File: src/rtl/uart_pkg.sv
// Shared UART definitions: FSM state encoding, parity type and line-level bit
// values. The transmit framer and the receiver FSM both import this package.
package uart_pkg;

  typedef enum logic [2:0] {
    IDLE   = 3'd0,
    START  = 3'd1,
    DATA   = 3'd2,
    PARITY = 3'd3,
    STOP   = 3'd4
  } uart_state_t;

  localparam logic PAR_EVEN  = 1'b0;
  localparam logic PAR_ODD   = 1'b1;
  localparam logic START_BIT = 1'b0;
  localparam logic STOP_BIT  = 1'b1;

  localparam int unsigned PS_W = 6;

  // even_par is the XOR-reduction of the data word.
  function automatic logic par_bit(input logic typ, input logic even_par);
    return (typ == PAR_EVEN) ? even_par : ~even_par;
  endfunction

endpackage

File: src/rtl/uart_tx_frame_if.sv
// Parallel-side and line-side signals of the UART transmitter.
//   P_DATA     word to transmit (sampled on accept)
//   DATA_VALID request to send P_DATA
//   PAR_EN     1 = parity bit inserted (sampled on accept)
//   PAR_TYP    0 = even, 1 = odd (sampled on accept)
//   prescale   CLK cycles per bit, 0 behaves as 1 (sampled on accept)
//   TX_OUT     registered serial line, idles high
//   busy       high while a frame is in progress
interface uart_tx_frame_if #(
  parameter int unsigned Data_width = 8
);
  import uart_pkg::*;

  logic [Data_width-1:0] P_DATA;
  logic                  DATA_VALID;
  logic                  PAR_EN;
  logic                  PAR_TYP;
  logic [PS_W-1:0]       prescale;
  logic                  TX_OUT;
  logic                  busy;

  modport master (
    output P_DATA, DATA_VALID, PAR_EN, PAR_TYP, prescale,
    input  TX_OUT, busy
  );

  modport slave (
    input  P_DATA, DATA_VALID, PAR_EN, PAR_TYP, prescale,
    output TX_OUT, busy
  );
endinterface

File: src/rtl/uart_tx_bit_timer.sv
// Per-bit cycle counter. On load it captures the bit period (0 treated as 1)
// and restarts at 0; while run is high it counts 0..ps-1 and wraps.
//   clk, rst  clock and synchronous active-high reset
//   load      accept strobe: capture ps, clear count
//   run       frame in progress
//   ps        requested cycles per bit
//   bit_done  high on the last cycle of the current bit
module uart_tx_bit_timer
  import uart_pkg::*;
(
  input  logic            clk,
  input  logic            rst,
  input  logic            load,
  input  logic            run,
  input  logic [PS_W-1:0] ps,
  output logic            bit_done
);

  logic [PS_W-1:0] ps_last;
  logic [PS_W-1:0] count;

  always_ff @(posedge clk) begin
    if (rst) begin
      count   <= '0;
      ps_last <= '0;
    end else if (load) begin
      count   <= '0;
      ps_last <= (ps == '0) ? '0 : ps - PS_W'(1);
    end else if (run) begin
      if (count == ps_last) count <= '0;
      else                  count <= count + PS_W'(1);
    end
  end

  assign bit_done = run && (count == ps_last);

endmodule

File: src/rtl/uart_tx_frame.sv
// UART transmitter: accepts one word per DATA_VALID while idle and sends
// start bit, Data_width data bits LSB first, optional parity, stop bit, each
// bit held for the latched prescale cycles.
//   CLK, RST  clock and synchronous active-high reset
//   bus       uart_tx_frame_if slave (parallel request side + TX_OUT/busy)
module uart_tx_frame
  import uart_pkg::*;
#(
  parameter int unsigned Data_width = 8
) (
  input  logic           CLK,
  input  logic           RST,
  uart_tx_frame_if.slave bus
);

  localparam int unsigned IW = (Data_width > 1) ? $clog2(Data_width) : 1;
  localparam logic [IW-1:0] LAST = IW'(Data_width - 1);

  uart_state_t           state, state_next;
  logic [Data_width-1:0] data_sh;
  logic                  par_en_sh, par_typ_sh;
  logic [IW-1:0]         idx, idx_next;
  logic                  tx, tx_next;
  logic                  busy_r, busy_next;
  logic                  accept, bit_done;

  assign accept = (state == IDLE) && bus.DATA_VALID;

  uart_tx_bit_timer u_timer (
    .clk      (CLK),
    .rst      (RST),
    .load     (accept),
    .run      (state != IDLE),
    .ps       (bus.prescale),
    .bit_done (bit_done)
  );

  always_ff @(posedge CLK) begin
    if (RST) begin
      state      <= IDLE;
      idx        <= '0;
      tx         <= STOP_BIT;
      busy_r     <= 1'b0;
      data_sh    <= '0;
      par_en_sh  <= 1'b0;
      par_typ_sh <= 1'b0;
    end else begin
      state  <= state_next;
      idx    <= idx_next;
      tx     <= tx_next;
      busy_r <= busy_next;
      if (accept) begin
        data_sh    <= bus.P_DATA;
        par_en_sh  <= bus.PAR_EN;
        par_typ_sh <= bus.PAR_TYP;
      end
    end
  end

  // The line value for the next bit is computed here and registered, so
  // TX_OUT changes exactly on the edge the state advances.
  always_comb begin
    state_next = state;
    idx_next   = idx;
    tx_next    = tx;
    busy_next  = busy_r;
    unique case (state)
      IDLE: if (bus.DATA_VALID) begin
        state_next = START;
        tx_next    = START_BIT;
        busy_next  = 1'b1;
        idx_next   = '0;
      end
      START: if (bit_done) begin
        state_next = DATA;
        tx_next    = data_sh[0];
        idx_next   = '0;
      end
      DATA: if (bit_done) begin
        if (idx == LAST) begin
          if (par_en_sh) begin
            state_next = PARITY;
            tx_next    = par_bit(par_typ_sh, ^data_sh);
          end else begin
            state_next = STOP;
            tx_next    = STOP_BIT;
          end
        end else begin
          idx_next = idx + IW'(1);
          tx_next  = data_sh[idx + IW'(1)];
        end
      end
      PARITY: if (bit_done) begin
        state_next = STOP;
        tx_next    = STOP_BIT;
      end
      STOP: if (bit_done) begin
        state_next = IDLE;
        tx_next    = STOP_BIT;
        busy_next  = 1'b0;
      end
      default: begin
        state_next = IDLE;
        tx_next    = STOP_BIT;
        busy_next  = 1'b0;
      end
    endcase
  end

  assign bus.TX_OUT = tx;
  assign bus.busy   = busy_r;

endmodule

File: src/flat_wrapper.sv
// flat-port wrapper written by rule: the top's interface ports become plain ports
module uart_tx_frame_flat import uart_pkg::*;
#(
  parameter int unsigned Data_width = 8
)
  (CLK, RST, bus_P_DATA, bus_DATA_VALID, bus_PAR_EN, bus_PAR_TYP, bus_prescale, bus_TX_OUT, bus_busy);
  uart_tx_frame_if #(.Data_width(Data_width)) bus_i ();
  input  logic CLK;
  input  logic RST;
  input wire logic [$bits(bus_i.P_DATA)-1:0] bus_P_DATA;
  input wire logic [$bits(bus_i.DATA_VALID)-1:0] bus_DATA_VALID;
  input wire logic [$bits(bus_i.PAR_EN)-1:0] bus_PAR_EN;
  input wire logic [$bits(bus_i.PAR_TYP)-1:0] bus_PAR_TYP;
  input wire logic [$bits(bus_i.prescale)-1:0] bus_prescale;
  output wire logic [$bits(bus_i.TX_OUT)-1:0] bus_TX_OUT;
  output wire logic [$bits(bus_i.busy)-1:0] bus_busy;
  assign bus_i.P_DATA = bus_P_DATA;
  assign bus_i.DATA_VALID = bus_DATA_VALID;
  assign bus_i.PAR_EN = bus_PAR_EN;
  assign bus_i.PAR_TYP = bus_PAR_TYP;
  assign bus_i.prescale = bus_prescale;
  assign bus_TX_OUT = bus_i.TX_OUT;
  assign bus_busy = bus_i.busy;
  uart_tx_frame #(.Data_width(Data_width)) u_core (.CLK(CLK), .RST(RST), .bus(bus_i));
endmodule
File: config.mk
export PLATFORM = sky130hd
export DESIGN_NAME = uart_tx_frame_flat
export DESIGN_NICKNAME = d
export VERILOG_FILES = /design/src/rtl/uart_pkg.sv /design/src/rtl/uart_tx_frame_if.sv /design/src/rtl/uart_tx_bit_timer.sv /design/src/rtl/uart_tx_frame.sv /design/src/flat_wrapper.sv
export SDC_FILE = /design/constraint.sdc
export NUM_CORES = 1
export LEC_CHECK = 0
export CAP_MARGIN = 20
export CORE_ASPECT_RATIO = 1.25
export CORE_UTILIZATION = 40
export CTS_CLUSTER_DIAMETER = 200
export CTS_CLUSTER_SIZE = 24
export DETAILED_ROUTE_END_ITERATION = 12
export PLACE_DENSITY = 0.68
export SLEW_MARGIN = 20
export SYNTH_ARGS = -nofsm -noshare
export SYNTH_HDL_FRONTEND = slang
export SYNTH_HIERARCHICAL = 1
export SYNTH_SLANG_ARGS = --single-unit
File: constraint.sdc
create_clock -name CLK -period 6.82 [get_ports CLK]
set_input_delay 1.364 -clock CLK [delete_from_list [all_inputs] [get_ports CLK]]
set_output_delay 1.364 -clock CLK [all_outputs]
set_load 0.1 [all_outputs]
==> results of run 1 <==
## routing by layer
layer  wire length [um]  up-vias  global-route usage (%)
met5                  0        -                       0
met4                 79        0                    9.30
met3                 92        6                    4.35
met2               1480       23                    28.5
met1               1390      634                    18.1
li1                   -      710                       -
## final cells by class
cell class	instances	area share, %
timing repair buffer	21	10.5
clock buffer	8	5.59
tap	54	3.43
sequential	30	30.5
inverter	9	1.72
multi-input combinational	145	48.2
## registers in the layout, indices dropped and copies added, names as in the netlist
signal	flops
u_core/idx	3
u_core/state	3
u_core/bus.busy	1
u_core/data_sh	8
u_core/par_typ_sh	1
u_core/par_en_sh	1
u_core/u_timer/count	6
u_core/bus.TX_OUT	1
u_core/u_timer/ps_last	6
## path summary, 6_finish.rpt
check | from | end | slack [ps] | depth (start not counted)
worst max-delay path | u_core/bus.busy | bus_busy | 3700 | 1
worst min-delay path | u_core/data_sh[2] | u_core/data_sh[2] | 480 | 2
worst max register to register | u_core/state[0] | u_core/state[0] | 4190 | 10
worst min register to register | u_core/data_sh[2] | u_core/data_sh[2] | 480 | 2
## stage by stage
step	worst slack (ps)	power [uW]	utilization [%]	instances
global placement	3580	488	47.9	259
detailed placement	3560	493	47.9	259
global route	3630	702	50.8	267
CTS	3680	660	50.8	267
floorplan	4330	459	-	194
finish	3700	654	50.8	267
## cell usage in the layout (no fill, tap or decap), types with 4 or more instances in the layout
cell,instances
a2bb2oi_1,5
xor2_1,7
dfxtp_1,30
nand2_1,27
inv_1,9
nor3_1,5
o21ai_0,4
a21oi_1,19
xnor2_1,14
ha_1,5
nor2_1,19
clkdlybuf4s50_1,20
clkbuf_8,8
## power breakdown
group          internal, uW  switching (uW)  total, uW  leakage (uW)
Clock                   102            64.8        167     0.0000575
Combinational           106             141        246      0.000447
Sequential              203            38.1        241      0.000245
Total                   410             244        654      0.000749
## cells by family after synthesis
| logic type | after synthesis |
|---|---|
| AO/OA/AOI/OAI | 45 |
| XOR/XNOR | 21 |
| adder cells (fa/ha/maj) | 5 |
| buffers and inverters | 19 |
| flip-flops | 30 |
| multiplexers | 5 |
| AND/OR/NAND/NOR | 69 |
## synth_stat cells (all sizes together)
cell type  number
xnor2          14
inv             9
o41ai           1
a2bb2oi         5
o311ai          1
and3            1
xor2            7
mux2i           3
nor3            5
clkbuf          3
nand3           3
o32a            1
o21a            1
a211oi          1
nand2          27
o31ai           2
a21o            2
nand2b          3
o21ai           6
or4             1
a211o           3
nor3b           1
buf             7
nor4            3
ha              5
nand3b          2
a21oi          20
a221oi          1
mux4            2
a31oi           1
nor2           19
dfxtp          30
nand4           3
or3             1
==> results.toml, run 1 <==
[clocking]
ctsHtreeMaxLevel = 2
insertion_delay_ps = 280
cts.clk_slew.worst_paths_ps = 60
cts.hold.buffers_added = 0
cts_tree = "built"
cts-root-buf = "clkbuf_8"
cts_sinks = 30
ctsResizeCount = 0
cts_setup_buffers = 0
clockBufferDepth = 2
cts_made_buffers = 5

[outcome]
status = "completed"

[yosys]
synthAdderAreaFrac_pct = 3.77
yosysSeqAreaShare_pct = 36.2
yosys.area_share.simple_pct = 19.1
ys_seq_elements = 30
yosysTopAreaCellShare_pct = 36.2
synth_compound_area_share_pct = 18.3
avgSynthCellArea_um2 = 8.56
synth_top_cell_by_area = "dfxtp_1"
synth.net_count = 218
synthXorXnorAreaFrac_pct = 11.1
synth_top_family_by_area = "simple AND/OR/NAND/NOR gates"
ys_top_cells_by_area = "dfxtp_1 36%, xnor2_1 7.4%, nand2_1 6.1%, a21oi_1 5.7%, nor2_1 4.3%"
netlist_instances = 194
synthMuxAreaShare_pct = 4.97
ys_types = 39
yosys_warnings = 6
syn_area_um2 = 1660

[timing]
tightest_slew_ps = 960
finalSetupViolations = 0
rsz0062_at_grt = "no"
fin_crit_sh_pct = 45.8
hold_viol_final = 0
whs_ps = 481
finClkSkew_ps = 5.01
min_period_ps = 3120
max_freq_mhz = 320
final_max_slew_viol_count = 0
tns_ps = 0
relSlewSlack_pct = 35.8

[routing]
routedWlPerCell_um = 11.4
first_iter_violations = 52
vias_per_cell = 5.14
postRouteAntennaNets = 0
vias = 1373
drc_errors = 0
wl_um = 3050
firstDrtPassIters = 4

[setup_path]
critPathRequiredTime_ps = 5460
crit_slowest_cell = "clkdlybuf4s50_1"
crit_fanout = 3
crit_path_max_incr_delay_ps = 1140
worst_setup_path_end_kind = "output pin"
crit_chain = "clkdlybuf4s50_1"
path_class = "reg2out"
cp-start-kind = "flip-flop"
cp_num_buf_inv = 1
path_delay_family = "buffers and inverters"
crit_arrival_ps = 1760

[placed_design]
io_buffers = 20
place_area_um2 = 1860
place_hpwl_um = 2260
gp_congestion = 0.745

[global_routing]
grt.overflow.total = 0
antenna_found_initial = 0
grt_first_pass_wirelength_um = 5410
grt_max_degree = 26
grt_util_all_layers_pct = 16.5
grt_pass1_vias = 1285

[cells_and_area]
diodes = 0
fillCellCount = 407
area_growth_pct = 18.6
drive_gt1_share_pct = 6.10
fin_area_um2 = 1970
finish.net_count = 236
seq_area_um2 = 601
multiInputGateArea_um2 = 950

[floorplanning]
core_um2 = 3880
dieHeight_um = 74.0
num_io_pins = 21
num_rows = 25
die_area_um2 = 4410
initial_core_util_pct = 42.8
die_w_um = 59.6

[flow_run]
drv_cap = 0

[power]
p_leak_uw = 0.000749
vdd_drop_max_v = 0.000145
power_density_nw_per_um2 = 332

[min_path]
hold_class = "reg2reg"
No activity file was read; power rests on OpenSTA's default activity.
==> inputs of run 2 (changes only) <==
- PLACE_DENSITY: 0.68 -> 0.7
- clock period: 6.82 -> 2.85 ns (I/O delays scaled with it)
==> results.toml, run 2 (synthesized netlist as in run 1, its figures left out) <==
[setup_path]
path_delay_family = "compound AO/OA/AOI/OAI gates"
critPathRequiredTime_ps = 3040
crit_arrival_ps = 2620
cp-start-kind = "flip-flop"
crit_top_cell = "inv_1"
crit_chain = "nor3_1, inv_1, nand4_1, nor4_1, buf_4, inv_1, a221oi_1, o21ai_1, a211o_1, a211oi_1"
worst_setup_path_end_kind = "flip-flop"
cp_num_buf_inv = 3
crit_slowest_cell = "dfxtp_1"
crit_start = "u_core/state[2]"
crit_path_max_incr_delay_ps = 570
reg2reg_from = "u_core/state[2]"
crit_fanout = 13
path_class = "reg2reg"

[cells_and_area]
area_growth_pct = 20.3
top_regs = "u_core/data_sh x8, u_core/u_timer/count x6, u_core/u_timer/ps_last x6"
regMostFlops = "u_core/data_sh"
mostFrequentLayoutCells = "30 x dfxtp_1, 27 x nand2_1, 19 x a21oi_1, 19 x nor2_1, 18 x clkdlybuf4s50_1"
diodes = 0
drive_gt1_share_pct = 8.76
layout_commonest_cell = "dfxtp_1"
largest_reg_flops = 8
finish.net_count = 240

[routing]
drc_errors = 0
first_iter_violations = 23
firstDrtPassIters = 4
vias = 1370
vias_per_cell = 5.06
routedWlPerCell_um = 11.1
wl_um = 3020
postRouteAntennaNets = 0

[clocking]
cts.hold.buffers_added = 0
cts_sinks = 30
cts_tree = "built"
cts_setup_buffers = 0
ctsResizeCount = 0
cts_made_buffers = 5
ctsHtreeMaxLevel = 2
cts-root-buf = "clkbuf_8"
clockBufferDepth = 2
cts.clk_slew.worst_paths_ps = 70
insertion_delay_ps = 280

[global_routing]
grt.overflow.total = 0
grt_max_degree = 18
grt_pass1_vias = 1240
grt_first_pass_wirelength_um = 5200
grt_util_all_layers_pct = 15.7
antenna_found_initial = 0

[power]
p_leak_uw = 0.000764
seqPwrFrac_pct = 33.5
power_frac_comb_pct = 40.2
power.internal_uw = 1010
vdd_drop_max_v = 0.000406
p_sw_share_pct = 37.1
p_sw_uw = 598
power_density_nw_per_um2 = 806
share_clk_of_total_power_pct = 26.3

[timing]
finalSetupViolations = 0
max_freq_mhz = 411
hold_viol_final = 0
fin_crit_sh_pct = 85.4
tns_ps = 0
rsz0062_at_grt = "no"
relSlewSlack_pct = 57.1
whs_ps = 477
final_max_slew_viol_count = 0
tightest_slew_ps = 637
finClkSkew_ps = 7.62
min_period_ps = 2430

[floorplanning]
die_w_um = 59.6
num_io_pins = 21
core_um2 = 3880
num_rows = 25
die_area_um2 = 4410
dieHeight_um = 74.0
initial_core_util_pct = 42.8

[placed_design]
gp_congestion = 0.805
place_hpwl_um = 2260
io_buffers = 20

[min_path]
hold_path_startpoint = "u_core/par_typ_sh"
hold_class = "reg2reg"

[outcome]
status = "completed"

[flow_run]
drv_cap = 0
[run 2: changes by cell type in the layout (fill, tap and decap cells not counted)]
cell             previous run  this run
clkbuf_8                    8         5
clkinvlp_4                  0         2
clkdlybuf4s50_1            20        18
buf_4                       1         7
bufinv_16                   0         1
[run 2: tightest hold or removal path, stage by stage (launching register included)]
cell and delay (ps):
dfxtp_1 320, nand2_1 60, a21oi_1 50
[run 2: power groups by stage]
stage                     sequential (uW)  combinational [uW]  clock (uW)
after detailed placement              550                 650           0
final                                 540                 647         424
after floorplan                       601                 497           0
after global placement                549                 639           0
after CTS                             541                 651         434
after global routing                  549                 718         452
[run 2: per-stage QoR]
step,area [um^2],setup WS (ps),utilization [%],std cells,total power [uW]
2_1_floorplan,1660,542,-,194,1100
3_3_place_gp,1880,503,48.6,263,1190
3_5_place_dp,1880,420,48.6,263,1200
4_1_cts,2000,394,51.5,271,1630
5_1_grt,2000,168,51.5,271,1720
6_report,2000,416,51.5,271,1610
[run 2: cell type report]
cell class | count | area (um^2)
Fill cell | 397 | 1880
Multi-Input combinational cell | 145 | 950
Sequential cell | 30 | 601
Timing Repair Buffer | 25 | 233
Clock buffer | 5 | 68.8
Tap cell | 54 | 67.6
Clock inverter | 3 | 45.0
Inverter | 9 | 33.8
[run 2: per-layer routing]
layer / GRT usage, % / part of all wire [%]
met4: 7.75 / 2.1
met3: 4.87 / 3.3
met1: 17.9 / 47
met2: 26.6 / 48
met5: 0 / 0
[run 2: final timing paths]
| kind | end | cells past startpoint | slack, ps |
|---|---|---|---|
| worst max-delay path | u_core/state[0] | 10 | 420 |
| worst min-delay path | u_core/par_typ_sh | 2 | 480 |
| worst max register to register | u_core/state[0] | 10 | 420 |
| worst min register to register | u_core/par_typ_sh | 2 | 480 |
==> inputs of run 3 (changes only) <==
- CELL_PAD_IN_SITES_DETAIL_PLACEMENT: not set -> 1
- CELL_PAD_IN_SITES_GLOBAL_PLACEMENT: not set -> 1
- CORE_MARGIN: not set -> 2
- CORE_UTILIZATION: 40 -> 37
- CTS_CLUSTER_SIZE: 24 -> 8
- PLACE_DENSITY: 0.7 -> 0.82
==> results.toml, run 3 (synthesized netlist as in run 1, its figures left out) <==
[setup_path]
path_class = "reg2reg"
reg2reg_to = "u_core/state[0]"
crit_fanout = 13
crit_arrival_ps = 2640
worst_setup_path_end_kind = "flip-flop"
r2r_slack_ps = 400
reg2reg_depth = 10
cp-start-kind = "flip-flop"
critPathRequiredTime_ps = 3050
reg2reg_from = "u_core/state[1]"

[placed_design]
gp_congestion = 0.779
post-place-ws_ps = 306
place_hpwl_um = 2760
io_buffers = 20

[timing]
min_period_ps = 2450
rsz0062_at_grt = "no"
final_max_slew_viol_count = 0
relSlewSlack_pct = 57.5
finClkSkew_ps = 6.47
finalSetupViolations = 0
hold_viol_final = 0
fin_crit_sh_pct = 85.8
tightest_slew_ps = 630
setup_slack_ps = 404
tns_ps = 0
max_freq_mhz = 409

[routing]
wl_um = 3700
routedWlPerCell_um = 13.5
drc_errors = 0
firstDrtPassIters = 2
vias = 1383
first_iter_violations = 22
postRouteAntennaNets = 0
vias_per_cell = 5.05

[clocking]
insertion_delay_ps = 290
cts_tree = "built"
clockBufferDepth = 2
cts.clk_slew.worst_paths_ps = 70
cts-root-buf = "clkbuf_8"
cts_made_buffers = 5
ctsHtreeMaxLevel = 2
cts.hold.buffers_added = 0
cts_sinks = 30

[cells_and_area]
finish.net_count = 239
diodes = 0
layout_commonest_cell = "dfxtp_1"
drive_gt1_share_pct = 9.26
top_regs = "u_core/data_sh x8, u_core/u_timer/count x6, u_core/u_timer/ps_last x6"
area_growth_pct = 20.0
mostFrequentLayoutCells = "28 x dfxtp_1, 27 x nand2_1, 19 x a21oi_1, 19 x nor2_1, 18 x clkdlybuf4s50_1"
largest_reg_flops = 8
regMostFlops = "u_core/data_sh"
fillCellCount = 516

[min_path]
hold_depth = 2
hold_path_startpoint = "u_core/par_typ_sh"
min_to = "u_core/par_typ_sh"
hold_class = "reg2reg"

[floorplanning]
die_w_um = 63.9
initial_core_util_pct = 38.1
num_rows = 27
num_io_pins = 21
core_um2 = 4360
die_area_um2 = 5040
dieHeight_um = 78.9

[power]
vdd_drop_max_v = 0.000372
p_leak_uw = 0.000767
power_density_nw_per_um2 = 817
report.power.total_uw = 1630

[global_routing]
antenna_found_initial = 0
grt.overflow.total = 0
grt_util_all_layers_pct = 16.4
grt_pass1_vias = 1364
grt_max_degree = 18
grt_first_pass_wirelength_um = 6440

[flow_run]
drv_cap = 0

[outcome]
status = "completed"
run 3: worst max path at each step:
stage / from / to / slack, ps / cells past startpoint
detailed placement: u_core/state[2] / u_core/state[0] / 310 / 10
global placement: u_core/state[2] / u_core/state[0] / 490 / 10
global route: u_core/state[1] / u_core/state[0] / 190 / 10
finish: u_core/state[1] / u_core/state[0] / 400 / 10
CTS: u_core/state[2] / u_core/state[0] / 280 / 10
floorplan: u_core/state[0] / u_core/state[0] / 540 / 13
run 3: repair_timing:
action                     4_1_cts  5_1_grt
hold endpoints to repair         0        0
setup endpoints to repair        0        1
setup buffers                    0        0
resized for setup                0        2
run 3: area by class of cell:
type                            instances  area (um^2)  share of cell area (%)
Multi-Input combinational cell        145          950                    47.6
Sequential cell                        30          603                    30.3
Timing Repair Buffer                   24          225                    11.3
Tap cell                               58         72.6                    3.64
Clock buffer                            5         68.8                    3.45
Inverter                                9         33.8                    1.69
Clock inverter                          3         40.0                    2.01
run 3: metrics by stage:
step | area, um^2 | hold WS, ps | utilization, % | instances
after floorplan | 1660 | 448 | - | 194
after global placement | 1880 | 460 | 43.2 | 266
after global routing | 1990 | 488 | 45.7 | 274
after CTS | 1990 | 477 | 45.7 | 274
after detailed placement | 1880 | 468 | 43.2 | 266
final | 1990 | 475 | 45.7 | 274
run 3: layer usage:
metal,track usage (%),wire length [um]
met3,3.54,102
met5,0,0
met4,8.48,70
met1,20.0,1680
met2,27.0,1850
run 3: where the power goes:
part | switching (uW) | total (uW) | leakage [uW] | internal, uW
registers | 64.5 | 551 | 0.000246 | 487
clock network | 167 | 423 | 0.0000579 | 257
logic | 388 | 655 | 0.000463 | 266
total | 619 | 1630 | 0.000767 | 1010
run 3: critical path: stages, from the launching register on:
cell and delay [ps]:
dfxtp_2 460, nor3_1 110, inv_1 170, nand4_1 150, nor4_1 220, buf_4 210
inv_1 60, a221oi_1 330, o21ai_1 150, a211o_1 250, a211oi_1 240
